File: src/rtl/lsu_unit_if.sv
`default_nettype none
// ============================================================================
// Module   : lsu_unit_if
// Purpose  : Bundles the three LSU-facing channels into one interface.
//            - EXU issue channel:  exu_lsu_valid/ready, addr, data, info, dst
//            - Memory bus channel: lsu_mem_req/we/addr/wdata/wstrb,
//                                  mem_lsu_gnt/rvalid/rdata
//            - WBU result channel: lsu_wbu_valid/ready/data/dst, lsu_misalign
// Modports : master - the LSU side (drives ready, bus request, result)
//            slave  - the environment side (EXU, memory, WBU)
// Revision : 1.0 - initial release
// ============================================================================
interface lsu_unit_if;
  // EXU -> LSU issue channel
  logic        exu_lsu_valid;
  logic        exu_lsu_ready;
  logic [63:0] exu_lsu_addr;
  logic [63:0] exu_lsu_data;
  logic [3:0]  exu_lsu_info;
  logic [4:0]  exu_lsu_dst;
  // LSU <-> memory bus
  logic        lsu_mem_req;
  logic        lsu_mem_we;
  logic [63:0] lsu_mem_addr;
  logic [63:0] lsu_mem_wdata;
  logic [7:0]  lsu_mem_wstrb;
  logic        mem_lsu_gnt;
  logic        mem_lsu_rvalid;
  logic [63:0] mem_lsu_rdata;
  // LSU -> WBU result channel
  logic        lsu_wbu_valid;
  logic        lsu_wbu_ready;
  logic [63:0] lsu_wbu_data;
  logic [4:0]  lsu_wbu_dst;
  logic        lsu_misalign;

  modport master (
    input  exu_lsu_valid, exu_lsu_addr, exu_lsu_data, exu_lsu_info, exu_lsu_dst,
    output exu_lsu_ready,
    output lsu_mem_req, lsu_mem_we, lsu_mem_addr, lsu_mem_wdata, lsu_mem_wstrb,
    input  mem_lsu_gnt, mem_lsu_rvalid, mem_lsu_rdata,
    output lsu_wbu_valid, lsu_wbu_data, lsu_wbu_dst, lsu_misalign,
    input  lsu_wbu_ready
  );

  modport slave (
    output exu_lsu_valid, exu_lsu_addr, exu_lsu_data, exu_lsu_info, exu_lsu_dst,
    input  exu_lsu_ready,
    input  lsu_mem_req, lsu_mem_we, lsu_mem_addr, lsu_mem_wdata, lsu_mem_wstrb,
    output mem_lsu_gnt, mem_lsu_rvalid, mem_lsu_rdata,
    input  lsu_wbu_valid, lsu_wbu_data, lsu_wbu_dst, lsu_misalign,
    output lsu_wbu_ready
  );
endinterface
`default_nettype wire

File: src/rtl/lsu_unit.sv
`default_nettype none
// ============================================================================
// Module   : lsu_unit
// Purpose  : Single-outstanding load/store unit. Accepts one memory op from
//            the EXU, issues a doubleword-aligned bus request with byte
//            strobes, waits for the response, aligns/extends load data and
//            hands the result to the WBU.
// Ports    : core_clk - sole clock, rising edge
//            core_rst - synchronous reset, active low
//            bus      - lsu_unit_if.master (EXU issue, memory bus, WBU result)
// Config   : LSU_MISALIGN_CHECK_EN - when defined, accesses not aligned to
//            their size skip the bus and complete with lsu_misalign=1.
//            When undefined, no check is made and strobes beyond lane 7 are
//            simply dropped.
// Revision : 1.0 - initial release
// ============================================================================
module lsu_unit (
  input  logic       core_clk,
  input  logic       core_rst,
  lsu_unit_if.master bus
);

  typedef enum logic [1:0] {
    S_IDLE = 2'd0,
    S_REQ  = 2'd1,
    S_WAIT = 2'd2,
    S_RESP = 2'd3
  } state_t;

  state_t      r_state;
  state_t      w_next;

  logic [63:0] r_addr;
  logic [63:0] r_data;
  logic [3:0]  r_info;
  logic [4:0]  r_dst;
  logic [63:0] r_rdata;
  logic        r_misalign;

  logic        w_accept;
  logic        w_in_misalign;
  logic        w_capture;
  logic [1:0]  w_size;
  logic        w_is_store;
  logic        w_sign_ext;
  logic [7:0]  w_mask;
  logic [7:0]  w_strb;
  logic [63:0] w_wdata;
  logic [63:0] w_shift;
  logic [63:0] w_load;

  assign w_accept   = (r_state == S_IDLE) && bus.exu_lsu_valid;
  assign w_size     = r_info[2:1];
  assign w_is_store = r_info[0];
  assign w_sign_ext = ~r_info[3];

  // Alignment of the incoming op is judged at accept time so the FSM can
  // bypass the bus entirely.
`ifdef LSU_MISALIGN_CHECK_EN
  always_comb begin
    w_in_misalign = 1'b0;
    case (bus.exu_lsu_info[2:1])
      2'b00:   w_in_misalign = 1'b0;
      2'b01:   w_in_misalign = bus.exu_lsu_addr[0];
      2'b10:   w_in_misalign = |bus.exu_lsu_addr[1:0];
      default: w_in_misalign = |bus.exu_lsu_addr[2:0];
    endcase
  end
`else
  assign w_in_misalign = 1'b0;
`endif

  // Read data is only taken while a bus transaction is actually pending;
  // responses seen in IDLE/RESP (e.g. for an op abandoned by reset) are dropped.
  assign w_capture = bus.mem_lsu_rvalid &&
                     (((r_state == S_REQ) && bus.mem_lsu_gnt) || (r_state == S_WAIT));

  always_comb begin
    w_next = r_state;
    case (r_state)
      S_IDLE: if (bus.exu_lsu_valid) w_next = w_in_misalign ? S_RESP : S_REQ;
      S_REQ:  if (bus.mem_lsu_gnt)   w_next = bus.mem_lsu_rvalid ? S_RESP : S_WAIT;
      S_WAIT: if (bus.mem_lsu_rvalid) w_next = S_RESP;
      S_RESP: if (bus.lsu_wbu_ready) w_next = S_IDLE;
      default: w_next = S_IDLE;
    endcase
  end

  always_ff @(posedge core_clk) begin
    if (!core_rst) begin
      r_state    <= S_IDLE;
      r_addr     <= 64'd0;
      r_data     <= 64'd0;
      r_info     <= 4'd0;
      r_dst      <= 5'd0;
      r_rdata    <= 64'd0;
      r_misalign <= 1'b0;
    end else begin
      r_state <= w_next;
      if (w_accept) begin
        r_addr     <= bus.exu_lsu_addr;
        r_data     <= bus.exu_lsu_data;
        r_info     <= bus.exu_lsu_info;
        r_dst      <= bus.exu_lsu_dst;
        r_misalign <= w_in_misalign;
      end
      if (w_capture) r_rdata <= bus.mem_lsu_rdata;
    end
  end

  // Byte lanes: the 8-bit shift drops any strobe that would fall past lane 7.
  always_comb begin
    w_mask  = 8'hFF;
    w_wdata = r_data;
    case (w_size)
      2'b00:   begin w_mask = 8'h01; w_wdata = {8{r_data[7:0]}};  end
      2'b01:   begin w_mask = 8'h03; w_wdata = {4{r_data[15:0]}}; end
      2'b10:   begin w_mask = 8'h0F; w_wdata = {2{r_data[31:0]}}; end
      default: begin w_mask = 8'hFF; w_wdata = r_data;            end
    endcase
  end
  assign w_strb = w_mask << r_addr[2:0];

  // Load alignment: bring the addressed byte down to lane 0, then extend.
  assign w_shift = r_rdata >> {r_addr[2:0], 3'b000};
  always_comb begin
    w_load = w_shift;
    case (w_size)
      2'b00:   w_load = {{56{w_sign_ext & w_shift[7]}},  w_shift[7:0]};
      2'b01:   w_load = {{48{w_sign_ext & w_shift[15]}}, w_shift[15:0]};
      2'b10:   w_load = {{32{w_sign_ext & w_shift[31]}}, w_shift[31:0]};
      default: w_load = w_shift;
    endcase
  end

  // Outputs are gated by state so everything idles at zero outside its phase.
  always_comb begin
    bus.exu_lsu_ready = (r_state == S_IDLE);
    bus.lsu_mem_req   = 1'b0;
    bus.lsu_mem_we    = 1'b0;
    bus.lsu_mem_addr  = 64'd0;
    bus.lsu_mem_wdata = 64'd0;
    bus.lsu_mem_wstrb = 8'd0;
    bus.lsu_wbu_valid = 1'b0;
    bus.lsu_wbu_data  = 64'd0;
    bus.lsu_wbu_dst   = 5'd0;
    bus.lsu_misalign  = 1'b0;
    if (r_state == S_REQ) begin
      bus.lsu_mem_req   = 1'b1;
      bus.lsu_mem_we    = w_is_store;
      bus.lsu_mem_addr  = {r_addr[63:3], 3'b000};
      bus.lsu_mem_wdata = w_wdata;
      bus.lsu_mem_wstrb = w_strb;
    end
    if (r_state == S_RESP) begin
      bus.lsu_wbu_valid = 1'b1;
      bus.lsu_misalign  = r_misalign;
      if (!w_is_store && !r_misalign) begin
        bus.lsu_wbu_data = w_load;
        bus.lsu_wbu_dst  = r_dst;
      end
    end
  end

endmodule
`default_nettype wire

File: src/flat_wrapper.sv
// flat-port wrapper written by rule: the top's interface ports become plain ports
module lsu_unit_flat 
  (core_clk, core_rst, bus_exu_lsu_valid, bus_exu_lsu_addr, bus_exu_lsu_data, bus_exu_lsu_info, bus_exu_lsu_dst, bus_exu_lsu_ready, bus_lsu_mem_req, bus_lsu_mem_we, bus_lsu_mem_addr, bus_lsu_mem_wdata, bus_lsu_mem_wstrb, bus_mem_lsu_gnt, bus_mem_lsu_rvalid, bus_mem_lsu_rdata, bus_lsu_wbu_valid, bus_lsu_wbu_data, bus_lsu_wbu_dst, bus_lsu_misalign, bus_lsu_wbu_ready);
  lsu_unit_if bus_i ();
  input  logic core_clk;
  input  logic core_rst;
  input wire logic [$bits(bus_i.exu_lsu_valid)-1:0] bus_exu_lsu_valid;
  input wire logic [$bits(bus_i.exu_lsu_addr)-1:0] bus_exu_lsu_addr;
  input wire logic [$bits(bus_i.exu_lsu_data)-1:0] bus_exu_lsu_data;
  input wire logic [$bits(bus_i.exu_lsu_info)-1:0] bus_exu_lsu_info;
  input wire logic [$bits(bus_i.exu_lsu_dst)-1:0] bus_exu_lsu_dst;
  output wire logic [$bits(bus_i.exu_lsu_ready)-1:0] bus_exu_lsu_ready;
  output wire logic [$bits(bus_i.lsu_mem_req)-1:0] bus_lsu_mem_req;
  output wire logic [$bits(bus_i.lsu_mem_we)-1:0] bus_lsu_mem_we;
  output wire logic [$bits(bus_i.lsu_mem_addr)-1:0] bus_lsu_mem_addr;
  output wire logic [$bits(bus_i.lsu_mem_wdata)-1:0] bus_lsu_mem_wdata;
  output wire logic [$bits(bus_i.lsu_mem_wstrb)-1:0] bus_lsu_mem_wstrb;
  input wire logic [$bits(bus_i.mem_lsu_gnt)-1:0] bus_mem_lsu_gnt;
  input wire logic [$bits(bus_i.mem_lsu_rvalid)-1:0] bus_mem_lsu_rvalid;
  input wire logic [$bits(bus_i.mem_lsu_rdata)-1:0] bus_mem_lsu_rdata;
  output wire logic [$bits(bus_i.lsu_wbu_valid)-1:0] bus_lsu_wbu_valid;
  output wire logic [$bits(bus_i.lsu_wbu_data)-1:0] bus_lsu_wbu_data;
  output wire logic [$bits(bus_i.lsu_wbu_dst)-1:0] bus_lsu_wbu_dst;
  output wire logic [$bits(bus_i.lsu_misalign)-1:0] bus_lsu_misalign;
  input wire logic [$bits(bus_i.lsu_wbu_ready)-1:0] bus_lsu_wbu_ready;
  assign bus_i.exu_lsu_valid = bus_exu_lsu_valid;
  assign bus_i.exu_lsu_addr = bus_exu_lsu_addr;
  assign bus_i.exu_lsu_data = bus_exu_lsu_data;
  assign bus_i.exu_lsu_info = bus_exu_lsu_info;
  assign bus_i.exu_lsu_dst = bus_exu_lsu_dst;
  assign bus_exu_lsu_ready = bus_i.exu_lsu_ready;
  assign bus_lsu_mem_req = bus_i.lsu_mem_req;
  assign bus_lsu_mem_we = bus_i.lsu_mem_we;
  assign bus_lsu_mem_addr = bus_i.lsu_mem_addr;
  assign bus_lsu_mem_wdata = bus_i.lsu_mem_wdata;
  assign bus_lsu_mem_wstrb = bus_i.lsu_mem_wstrb;
  assign bus_i.mem_lsu_gnt = bus_mem_lsu_gnt;
  assign bus_i.mem_lsu_rvalid = bus_mem_lsu_rvalid;
  assign bus_i.mem_lsu_rdata = bus_mem_lsu_rdata;
  assign bus_lsu_wbu_valid = bus_i.lsu_wbu_valid;
  assign bus_lsu_wbu_data = bus_i.lsu_wbu_data;
  assign bus_lsu_wbu_dst = bus_i.lsu_wbu_dst;
  assign bus_lsu_misalign = bus_i.lsu_misalign;
  assign bus_i.lsu_wbu_ready = bus_lsu_wbu_ready;
  lsu_unit u_core (.core_clk(core_clk), .core_rst(core_rst), .bus(bus_i));
endmodule
File: config.mk
export PLATFORM = sky130hd
export DESIGN_NAME = lsu_unit_flat
export DESIGN_NICKNAME = d
export VERILOG_FILES = /design/src/rtl/lsu_unit_if.sv /design/src/rtl/lsu_unit.sv /design/src/flat_wrapper.sv
export SDC_FILE = /design/constraint.sdc
export NUM_CORES = 1
export LEC_CHECK = 0
export CELL_PAD_IN_SITES_DETAIL_PLACEMENT = 0
export CELL_PAD_IN_SITES_GLOBAL_PLACEMENT = 2
export CORE_MARGIN = 3
export CORE_UTILIZATION = 28
export CTS_BUF_LIST = sky130_fd_sc_hd__clkbuf_8
export DETAILED_ROUTE_END_ITERATION = 10
export MAX_ROUTING_LAYER = met4
export PLACE_DENSITY_LB_ADDON = 0.1
export SETUP_SLACK_MARGIN = 0.5
export SYNTH_ARGS = -nofsm -noshare
export SYNTH_HDL_FRONTEND = slang
export SYNTH_SLANG_ARGS = --single-unit
export TNS_END_PERCENT = 30
File: constraint.sdc
create_clock -name core_clk -period 5.2 [get_ports core_clk]
set_input_delay 0.78 -clock core_clk [delete_from_list [all_inputs] [get_ports core_clk]]
set_output_delay 0.78 -clock core_clk [all_outputs]
set_load 0.02 [all_outputs]
== Yosys cells after proc, flatten, opt, wreduce, memory -nomap -nowiden ==
Cells that the tools add are included.
Widths: inputs -> output; s select.
Storage, ports and cells
  register bits after elaboration: 203
  word-level logic and storage cells: 47
  output and inout bits: 210
  input bits: 207
Operators by class
  shift-type cells: 2
  eq/ne operators: 9
  bitwise gates (word level): 4
  mux-type cells: 19
  reductions and logical operators: 7
Operator list (number)
  $pmux 64 s3: 2
  $mux 64: 4
  $shr 64x6->64: 1
  $pmux 8 s3: 1
  $mux 5: 2
  $mux 2: 4
  $mux 8: 1
  $ne 2x2->1 const B: 4
  $pmux 2 s4: 1
  $shl 8x3->8: 1
  $eq 2x2->1 const B: 3
  $eq 2x1->1 const B: 2
  $logic_not 2->1: 2
  $mux 1: 4
  $reduce_and 4->1: 1
  $and 1x1->1: 3
  $logic_and 1x1->1: 3
  $logic_or 1x1->1: 1
  $not 1->1: 1

== Longest topological paths before layout ==
  word-level depth: 5
  gate-level depth with buffers: 10
  mapped depth without buffers: 7

== Least setup slack after synthesis ==
No wires, ideal clock.
  kind: register to output
  from: register u_core.r_addr[0]
  to: output bus_lsu_wbu_data[62]
  arrival time: 2.363 ns
  slack: 2.057 ns
  buffers on the path: 3
  stages on the path, launching flop included: 9
  data required time: 4.420 ns
  cell sequence: dfxtp_1 > buf_2 > inv_1 > mux4_2 > or3_1 > buf_6 > o31a_1 > buf_6 > a211oi_1
On the way
  cells in the longest elaborated chain, start to end: 5
  elaborated cells between the ends (all ways): 7
  those cells by class: 1 x shift; 3 x mux; 3 x bitwise
Ends and longest elaborated chain
  start: declaration: RTL line lsu_unit.sv:33  | logic [63:0] r_addr;
  start signal: assignment: RTL line lsu_unit.sv:101  | r_addr <= bus.exu_lsu_addr;
  $shr 64x6->64 (*): RTL line lsu_unit.sv:125  | assign w_shift = r_rdata >> {r_addr[2:0], 3'b000};
  $and 1x1->1 (on tied branches): RTL line lsu_unit.sv:131, lsu_unit.sv:129, lsu_unit.sv:130
  $pmux 64 s3 (*): RTL line lsu_unit.sv:128  | case (w_size)
  $mux 64 (*): RTL line lsu_unit.sv:158  | if (!w_is_store && !r_misalign) begin
  $mux 64 (*): RTL line lsu_unit.sv:155  | if (r_state == S_RESP) begin
  end: declaration: RTL line flat_wrapper.sv:22  | output wire logic [$bits(bus_i.lsu_wbu_data)-1:0] bus_lsu_wbu_data;
Mark *: on every way between the ends. The rest lies on a longest branch, timed or not.

== Final worst setup path ==
Same ends and word-level chain as after synthesis.

==> results.json <==
{
  "hp-class": "reg2reg",
  "io_pins": 417,
  "syn-cell-area_um2": 11900,
  "drive_above_1_share": 0.0913,
  "min_period_ns": 4.57,
  "slew_headroom": 0.278,
  "hold_viol": 0,
  "finClkSkew_ns": 0.0262,
  "rsz0062_at_grt": "true",
  "worstMarginPinSlew_ns": 1.08,
  "rr_worst_depth": 8,
  "port_buffers": 412,
  "cp-start-kind": "register",
  "overflow": 0,
  "grt_pass1_wl_um": 75800,
  "finalSetupViolCount": 0,
  "p_per_area_nw_per_um2": 385,
  "core_um2": 41400,
  "yosysWarnings": 0,
  "layout.nets": 2105,
  "grt_max_degree": 106,
  "drtPass1Iterations": 5,
  "vias": 12000,
  "mostFrequentLayoutCells": "504 x nand2_1, 411 x clkdlybuf4s50_1, 218 x a21boi_0",
  "fp.dieW_um": 212,
  "synth_top_cell_by_area": "dfxtp_1",
  "critPathMaxFanout": 17,
  "rrSetupSlack_ns": 2.27,
  "fin_ws_ns": 0.626,
  "cts-root-buf": "clkbuf_8",
  "yosysUniqueCellTypes": 48,
  "area_growth_pct": 44.9,
  "syn_avg_cell_area_um2": 7.64,
  "clk_path_buf_depth": 3,
  "cts_tree": "built",
  "crit_required_ns": 4.42,
  "r2r_start": "u_core.r_state[1]$_SDFFE_PN0P_",
  "floorplan.initialDensity": 0.287,
  "synth_area_leaders": "dfxtp_1 34%, nand2_1 16%, a21boi_0 14%",
  "ys_async_sr_fraction": 0,
  "placementRows": 74,
  "routedWlPerCell_um": 21.1,
  "postRouteAntennaNets": 0,
  "grt_pass1_vias": 11800,
  "place_ws_ns": 0.876,
  "synth_edf_count": 0,
  "cts.sinks": 203,
  "timing.hold.ws_ns": 0.457,
  "cp_cell_sequence": "inv_1, buf_4, mux4_2, or3_1, o31a_2, a211oi_1, clkdlybuf4s50_1",
  "routed_via_density": 4.88,
  "fp.dieH_um": 212,
  "synth_top_area_frac": 0.342,
  "final_common_cell": "nand2_1",
  "wl_um": 51900,
  "hold_start": "u_core.r_addr[7]$_SDFFE_PN0P_",
  "synth-seq-area-share": 0.342,
  "synth-seq-cells": 203,
  "clk_latency_ns": 0.61,
  "critPathArrivalTime_ns": 3.79,
  "cpMaxStageDelayCell": "clkdlybuf4s50_1",
  "gp_congestion": 0.821,
  "dpl.hpwl_um": 36500,
  "rr_endpoint": "u_core.r_rdata[32]$_SDFFE_PN0P_",
  "initialDrtViolationCount": 699,
  "syn_inst": 1554,
  "endpoint_kind": "output pin",
  "fin_crit_sh": 0.880,
  "drc": 0,
  "die-area_um2": 44900,
  "numCtsBuffers": 44,
  "cp_slowest_stage_delay_ns": 0.67,
  "htree_levels": 2,
  "fmax_mhz": 219,
  "crit_type": "reg2out",
  "clkTransAtPathRegs_ns": 0.06,
  "whs_endpoint": "u_core.r_addr[7]$_SDFFE_PN0P_",
  "drv_cap": 0,
  "holdPathStages": 2,
  "status": "completed",
  "antenna_found_initial": 6,
  "power_leakage_nw": 6.12,
  "drv_slew": 0,
  "finalSetupTns_ns": 0,
  "vdd_ir_drop_max_v": 0.000251,
  "synth_top_flop_cell": "dfxtp_1",
  "grt_usage": 0.229
}
[repair_timing]
action,4_1_cts,5_1_grt
setup endpoints to repair,37,31
resized for setup,2,1
hold endpoints to repair,0,0
setup buffers,1,0
pin swaps,0,0
hold buffers,0,0
[metrics by stage]
stage / utilization / area [um^2] / cells / total power, mW
after floorplan: - / 11900 / 1557 / 3.73
after global placement: 0.393 / 16300 / 2379 / 4.85
after detailed placement: 0.393 / 16300 / 2379 / 4.87
after CTS: 0.415 / 17200 / 2460 / 6.72
after global routing: 0.416 / 17200 / 2466 / 7.05
final: 0.416 / 17200 / 2466 / 6.62
[where the power goes]
group | switching (mW) | internal [mW]
clock network | 0.810 | 0.992
registers | 0.323 | 1.85
logic | 1.61 | 1.04
[synth_stat cells (2+ instances only)]
cell type / number
a21boi_0: 218
dfxtp_1: 203
a21oi_2: 15
o22ai_1: 11
o2bb2ai_1: 5
nand3_1: 2
a22oi_1: 2
o211a_1: 8
nor2b_1: 8
and2_1: 86
mux4_2: 26
o32ai_1: 5
nor2_1: 66
o21a_1: 6
buf_4: 4
o21ai_0: 33
nand2_1: 506
clkbuf_1: 107
o211ai_1: 2
a2bb2oi_1: 4
mux2_2: 27
mux2i_1: 57
buf_1: 14
inv_1: 14
a21oi_1: 66
nor2_2: 6
ha_1: 4
a211oi_1: 8
nor3_1: 3
buf_6: 7
a22o_1: 2
nand2b_1: 3
buf_2: 11
[flip-flops by register name (all words and copies together) (netlist names)]
| name | cells |
|---|---|
| u_core.r_rdata | 64 |
| u_core.r_data | 64 |
| u_core.r_state | 2 |
| u_core.r_dst | 5 |
| u_core.r_addr | 64 |
| u_core.r_info | 4 |
[layer usage]
| metal | wire [um] | GRT usage |
|---|---|---|
| met1 | 24100 | 0.309 |
| met2 | 22600 | 0.337 |
| met3 | 4360 | 0.0711 |
| met4 | 831 | 0.0508 |
| met5 | 0 | - |
[layout make-up]
class / count / area (um^2)
Inverter: 15 / 56.3
Timing Repair Buffer: 434 / 4320
Multi-Input combinational cell: 1196 / 7180
Fill cell: 4323 / 24200
Sequential cell: 203 / 4070
Tap cell: 532 / 666
Clock inverter: 26 / 151
Antenna cell: 6 / 15.0
Clock buffer: 54 / 743
[cells by family after synthesis]
group	Yosys count	share of synthesized area
AND/OR/NAND/NOR	684	0.240
AO/OA/AOI/OAI	394	0.234
flip-flops	203	0.342
buffers and inverters	158	0.0568
multiplexers	110	0.123
adder cells (fa/ha/maj)	4	0.00422
other	1	0.000316
[worst max-delay path by stage]
stage | startpoint | slack [ns] | end
2_1_floorplan | u_core.r_addr[0]$_SDFFE_PN0P_ | 2.06 | bus_lsu_wbu_data[62]
3_3_place_gp | u_core.r_addr[0]$_SDFFE_PN0P_ | 0.94 | bus_lsu_wbu_data[62]
3_5_place_dp | u_core.r_addr[0]$_SDFFE_PN0P_ | 0.88 | bus_lsu_wbu_data[62]
4_1_cts | u_core.r_addr[1]$_SDFFE_PN0P_ | 0.52 | bus_lsu_wbu_data[62]
5_1_grt | u_core.r_addr[0]$_SDFFE_PN0P_ | 0.49 | bus_lsu_wbu_data[51]
6_report | u_core.r_addr[0]$_SDFFE_PN0P_ | 0.63 | bus_lsu_wbu_data[62]
[worst max-delay path: cells and delay by family, from the launching register on]
kind / cells / cell delay (ns)
flops: 1 / 0.43
compound gates: 2 / 0.67
buf+inv: 3 / 0.98
mux: 1 / 0.54
simple gates: 1 / 0.54
Note: power is estimated with default switching activity, not from simulation.
